## src/rtl/demux_1_8_cmpnt_pkg.sv

```systemverilog
// ----------------------------------------------------------------------------
// demux_1_8_pkg
//   Shared widths and types for the registered 1-to-8 demultiplexer slice.
//
//   Contents:
//     SEL_W   width of the binary destination index (3)
//     N_OUT   number of output lines (8)
//     sel_t   destination index type
//     code_t  output line vector type, bit k = line k
//
//   Configuration: the optional clock enable is controlled by the macro
//   DEMUX_1_8_CE_EN in the interface and top files, not here.
// ----------------------------------------------------------------------------
package demux_1_8_pkg;

    localparam int SEL_W = 3;
    localparam int N_OUT = 8;

    typedef logic [SEL_W-1:0] sel_t;
    typedef logic [N_OUT-1:0] code_t;

endpackage : demux_1_8_pkg

```

## src/rtl/demux_1_8_cmpnt_if.sv

```systemverilog
// ----------------------------------------------------------------------------
// demux_1_8_cmpnt_if
//   Signal bundle for the registered 1-to-8 demultiplexer.
//
//   Signals:
//     i_a         data bit to be routed
//     i_sel_code  binary index of the destination line (0..7)
//     o_code      registered demux output, 0 or one-hot
//     i_ce        clock enable, present only when DEMUX_1_8_CE_EN is defined
//
//   Modports:
//     master  the steering source: drives i_a/i_sel_code(/i_ce), reads o_code
//     slave   the demux itself: reads the inputs, drives o_code
//
//   Handshake: none. A new (i_a, i_sel_code) pair is accepted on every
//   rising clock edge (qualified by i_ce when present) and appears on
//   o_code exactly one clock later. There is no valid/ready pair.
// ----------------------------------------------------------------------------
interface demux_1_8_cmpnt_if;
    import demux_1_8_pkg::*;

    logic  i_a;
    sel_t  i_sel_code;
    code_t o_code;

`ifdef DEMUX_1_8_CE_EN
    logic  i_ce;

    modport master (
        output i_a,
        output i_sel_code,
        output i_ce,
        input  o_code
    );

    modport slave (
        input  i_a,
        input  i_sel_code,
        input  i_ce,
        output o_code
    );
`else
    modport master (
        output i_a,
        output i_sel_code,
        input  o_code
    );

    modport slave (
        input  i_a,
        input  i_sel_code,
        output o_code
    );
`endif

endinterface : demux_1_8_cmpnt_if

```

## src/rtl/demux_1_8_cmpnt_decoder_3_8.sv

```systemverilog
// ----------------------------------------------------------------------------
// decoder_3_8
//   Purely combinational 3-to-8 one-hot decoder.
//
//   Ports:
//     sel     in   sel_t   binary line index
//     onehot  out  code_t  onehot[k] = (sel == k); exactly one bit set
// ----------------------------------------------------------------------------
module decoder_3_8
    import demux_1_8_pkg::*;
(
    input  sel_t  sel,
    output code_t onehot
);

    always_comb begin
        onehot = '0;
        for (int k = 0; k < N_OUT; k++) begin
            onehot[k] = (sel == sel_t'(k));
        end
    end

endmodule : decoder_3_8

```

## src/rtl/demux_1_8_cmpnt.sv

```systemverilog
// ----------------------------------------------------------------------------
// demux_1_8_cmpnt
//   Registered 1-to-8 demultiplexer. The data bit bus.i_a is steered onto the
//   single o_code line selected by bus.i_sel_code; all other lines are 0.
//   Built as a 3-to-8 decoder, gated bitwise by i_a, feeding an 8-bit
//   register. Clocked drop-in for the combinational 1:8 demux.
//
//   Ports:
//     i_clk  in   1  system clock, all updates on the rising edge
//     i_rst  in   1  synchronous, active-high reset; clears o_code and
//                    overrides every other input including i_ce
//     bus    slave modport of demux_1_8_cmpnt_if
//              i_a, i_sel_code (, i_ce) in; o_code out
//
//   Configuration:
//     DEMUX_1_8_CE_EN  when defined, bus.i_ce qualifies loading; with i_ce=0
//                      o_code holds. When undefined, o_code loads on every
//                      non-reset edge.
//
//   Latency: 1 clock from (i_a, i_sel_code) to o_code. No handshake.
// ----------------------------------------------------------------------------
module demux_1_8_cmpnt
    import demux_1_8_pkg::*;
(
    input  logic               i_clk,
    input  logic               i_rst,
    demux_1_8_cmpnt_if.slave   bus
);

    code_t dec_onehot;
    code_t next_code;
    code_t code_q;
    logic  load_en;

    decoder_3_8 u_decoder (
        .sel    (bus.i_sel_code),
        .onehot (dec_onehot)
    );

    // The decoder output is always one-hot, so gating it with i_a keeps the
    // register input either all-zero or one-hot by construction.
    assign next_code = dec_onehot & {N_OUT{bus.i_a}};

`ifdef DEMUX_1_8_CE_EN
    assign load_en = bus.i_ce;
`else
    assign load_en = 1'b1;
`endif

    // Reset is tested first so it wins over the clock enable in both builds.
    always_ff @(posedge i_clk) begin
        if (i_rst) begin
            code_q <= '0;
        end else if (load_en) begin
            code_q <= next_code;
        end
    end

    assign bus.o_code = code_q;

endmodule : demux_1_8_cmpnt

```

## src/flat_wrapper.sv

```systemverilog
// flat-port wrapper written by rule: the top's interface ports become plain ports
module demux_1_8_cmpnt_flat import demux_1_8_pkg::*;
  (i_clk, i_rst, bus_i_a, bus_i_sel_code, bus_o_code);
  demux_1_8_cmpnt_if bus_i ();
  input  logic i_clk;
  input  logic i_rst;
  input wire logic [$bits(bus_i.i_a)-1:0] bus_i_a;
  input wire logic [$bits(bus_i.i_sel_code)-1:0] bus_i_sel_code;
  output wire logic [$bits(bus_i.o_code)-1:0] bus_o_code;
  assign bus_i.i_a = bus_i_a;
  assign bus_i.i_sel_code = bus_i_sel_code;
  assign bus_o_code = bus_i.o_code;
  demux_1_8_cmpnt u_core (.i_clk(i_clk), .i_rst(i_rst), .bus(bus_i));
endmodule
```

## config.mk

```make
export PLATFORM = sky130hd
export DESIGN_NAME = demux_1_8_cmpnt_flat
export DESIGN_NICKNAME = d
export VERILOG_FILES = /design/src/rtl/demux_1_8_cmpnt_pkg.sv /design/src/rtl/demux_1_8_cmpnt_if.sv /design/src/rtl/demux_1_8_cmpnt_decoder_3_8.sv /design/src/rtl/demux_1_8_cmpnt.sv /design/src/flat_wrapper.sv
export SDC_FILE = /design/constraint.sdc
export NUM_CORES = 1
export LEC_CHECK = 0
export ABC_AREA = 1
export BUFFER_PORTS_ARGS = -buffer_cell sky130_fd_sc_hd__buf_2
export CORE_AREA = 5 5 42 44
export CTS_BUF_LIST = sky130_fd_sc_hd__clkbuf_8
export DETAILED_ROUTE_END_ITERATION = 6
export DIE_AREA = 0 0 47 49
export PLACE_DENSITY = 0.54
export SLEW_MARGIN = 25
export SYNTH_ARGS = -nofsm -noshare
export SYNTH_HDL_FRONTEND = slang
export SYNTH_HIERARCHICAL = 1
export SYNTH_SLANG_ARGS = --single-unit
```

## constraint.sdc

```tcl
create_clock -name i_clk -period 0.85 [get_ports i_clk]
set_clock_uncertainty 0.15 [all_clocks]
set_input_delay 0.1275 -clock i_clk [delete_from_list [all_inputs] [get_ports i_clk]]
set_output_delay 0.1275 -clock i_clk [all_outputs]
set_load 0.005 [all_outputs]
```

==> out/summary.md <==
The tools report the net switching component of the power as 0.000161 W. The logs give 0 for the initial antenna violation count and 0 for the number of nets with antenna violations after detailed routing. In this run the worst hold path is classified as primary input to flip-flop. Post-CTS clock slew at the launch and capture registers of the worst setup and hold paths: 0.04 ns. The tools report the arrival time at the worst endpoint as 0.63 ns.

Summing the sequential cell areas from Yosys gives 56.1% of the chip area. For the pin with the worst max-slew slack, the measured transition is 0.140 ns. Max-cap violations in this run came to 0.

In the layout the commonest cells are sky130_fd_sc_hd__nor2_1 (16), sky130_fd_sc_hd__buf_2 (13), sky130_fd_sc_hd__nand2_1 (12), sky130_fd_sc_hd__dfxtp_1 (7), sky130_fd_sc_hd__clkbuf_8 (3). Synthesis inferred 8 register bits. The average wire per standard cell works out to 7.45 um. Once the floorplan was initialized, standard cells occupied 20.4% of the core.

IR analysis of the VDD net gives a maximum drop of 548 uV. The fmax is 1100 MHz. The combined area of all synthesized cells was 285 um^2. The run gives 198 as the via count of the first global-routing pass.

Hold repair after CTS inserted 0 buffers. The tools report the number of DRC violations after detailed-routing iteration 0 as 1. The core region is 0.00140 mm^2. Cells with a size suffix above 1 make up 32.7% of the layout. Net switching is 18.5% of the power. The die covers 0.00230 mm^2. The number of buffers between clock root and the deepest sink is 2, and the power density of the placed cells is 2160 mW/mm^2. Of the total power, the clock network draws 49.3%. The kind of cell with the highest combined delay on the critical path is flip-flops. Buffers placed on the I/O ports in this run total 13.

Measured along the x axis, the die boundary spans 47 um. For this run the aggregate overflow at the end of global routing stands at 0. The tools report the number of cells in the design after placement as 68. The worst setup path is of the flip-flop to output pin kind. The floorplan has 14 rows. The HPWL after detailed placement is 439 um.

The number of max-slew violations in the final report is 0, and the worst setup margin is -0.0573 ns. Leaving out fill and tap cells, the most frequent cell in the layout is sky130_fd_sc_hd__nor2_1. For the total number of clock tree sinks, the log shows 8.

Among all stages on the critical path, the largest delay is contributed by sky130_fd_sc_hd__dfxtp_1. In this run, the combinational gates consume 6.6% of the power. The routed design could run at a clock period as short as 0.907 ns.

Flip-flop count of the largest register, all copies and words added: 8. Sequential cells account for 44.1% of the total power. The final reports fail on setup timing. Walking the worst path, the cells encountered are buf_2.

For the DRC violation count after routing, the log shows 0. In this run the post-CTS setup repair buffer count came out at 0. The area growth from synthesis to layout is 41.7%. For the internal power component, the log shows 0.000710 W.

The maximum cell stage delay along the critical path is 0.29 ns. The tree is rooted in a sky130_fd_sc_hd__clkbuf_8. The logs give 6 for the total number of yosys warnings and 9 for the pin count of the biggest net entering global routing.

STA classifies the critical path startpoint as a flip-flop. Across all layers, the routed design uses 262 vias. Synthesis instantiated 7 different standard cells from the library. The type of element capturing the critical path was an output pin. The final layout contains 63 nets. The count of endpoints failing hold in the final timing report came out at 0. Using the TritonRoute via totals, the vias-per-cell ratio works out to 3.69. The maximum level of the CTS H-tree came out at 1.

Setup violations remaining at the end of the flow were counted as 8. After clock tree synthesis, the repair step resized 0 gates. Averaged over all synthesized cells, the footprint is 6.96 um^2. TritonCTS built the clock tree. The congestion estimate from routability-driven global placement came to 0.717. The number of buffers and inverters on the critical path was 1; the cell count after synthesis was 41. 14 I/O pins were placed. In this run, CTS created clock tree buffers numbering 3.

After layout, the design draws a total of 0.000872 W. The repair_antennas step left the layout with diodes totalling 0. The leakage power is 0.214 nW, and the data required time of the worst path is 0.57 ns.

The largest driver fanout on the critical path was 1. The routed design has 529 um of wire. Headroom to the max-slew limit came out at 90.7%. Global routing used 5.15% of the available tracks across all layers. After the flow finishes, the layout carries non-filler instances totaling 71. The first TritonRoute pass finished after 2 iterations. The first global-routing pass estimated 800 um of wire.

The run finished, with violations left. The chip height is 49 um, and the final period utilization is 107%. The post-synthesis net count was 47.

Setup repair after global routing could not meet its margin everywhere.
## worst paths after layout
kind                        startpoint              endpoint  slack, ns  cells after the start
setup / recovery  u_core/bus.o_code[7]         bus_o_code[7]      -0.06                      1
hold / removal                   i_rst  u_core/bus.o_code[0]       0.02                      2
## metrics by stage
step	util [%]	hold WS, ns	area, um^2	TNS, ns	setup slack (ns)
after floorplan	-	0.130	285	0	0.179
after global placement	25.8	0.246	362	0	0.0542
after detailed placement	25.8	0.252	362	0	0.0457
after CTS	28.7	0.0187	403	-0.441	-0.0690
after global routing	28.8	0.0294	404	-0.608	-0.0832
final	28.8	0.0183	404	-0.379	-0.0573
## final cells by class
class / count / area, um^2
Multi-Input combinational cell: 28 / 105
Inverter: 3 / 11.3
Sequential cell: 8 / 161
Tap cell: 16 / 20.0
Fill cell: 161 / 997
Clock buffer: 3 / 41.3
Timing Repair Buffer: 13 / 65.1
## synth_stat cells
cell type | n | area share (%)
sky130_fd_sc_hd__inv_1 | 2 | 2.6
sky130_fd_sc_hd__clkbuf_1 | 1 | 1.3
sky130_fd_sc_hd__inv_2 | 1 | 1.3
sky130_fd_sc_hd__nand2_1 | 12 | 16
sky130_fd_sc_hd__dfxtp_1 | 8 | 56
sky130_fd_sc_hd__clkbuf_2 | 1 | 1.8
sky130_fd_sc_hd__nor2_1 | 16 | 21
## routing by layer
metal	wire (um)	vias to the layer above	track usage (%)
met3	54	0	3.32
met2	241	7	6.56
met4	0	0	5.53
li1	-	147	-
met1	233	108	5.09
met5	0	-	0
## logic make-up (layout without fill, tap and decap cells)
family	Yosys count	after routing	synth area share, %
simple gates	28	28	36.8
buf+inv	5	19	7.01
flops	8	8	56.1
## power groups by stage
stage	Combinational [W]	Clock, W	Sequential [W]
6_report	0.0000574	0.000430	0.000385
2_1_floorplan	0.0000333	0	0.000392
4_1_cts	0.0000582	0.000444	0.000385
5_1_grt	0.0000670	0.000474	0.000385
3_5_place_dp	0.0000582	0	0.000391
3_3_place_gp	0.0000575	0	0.000391
Note: power is estimated with default switching activity, not from simulation.
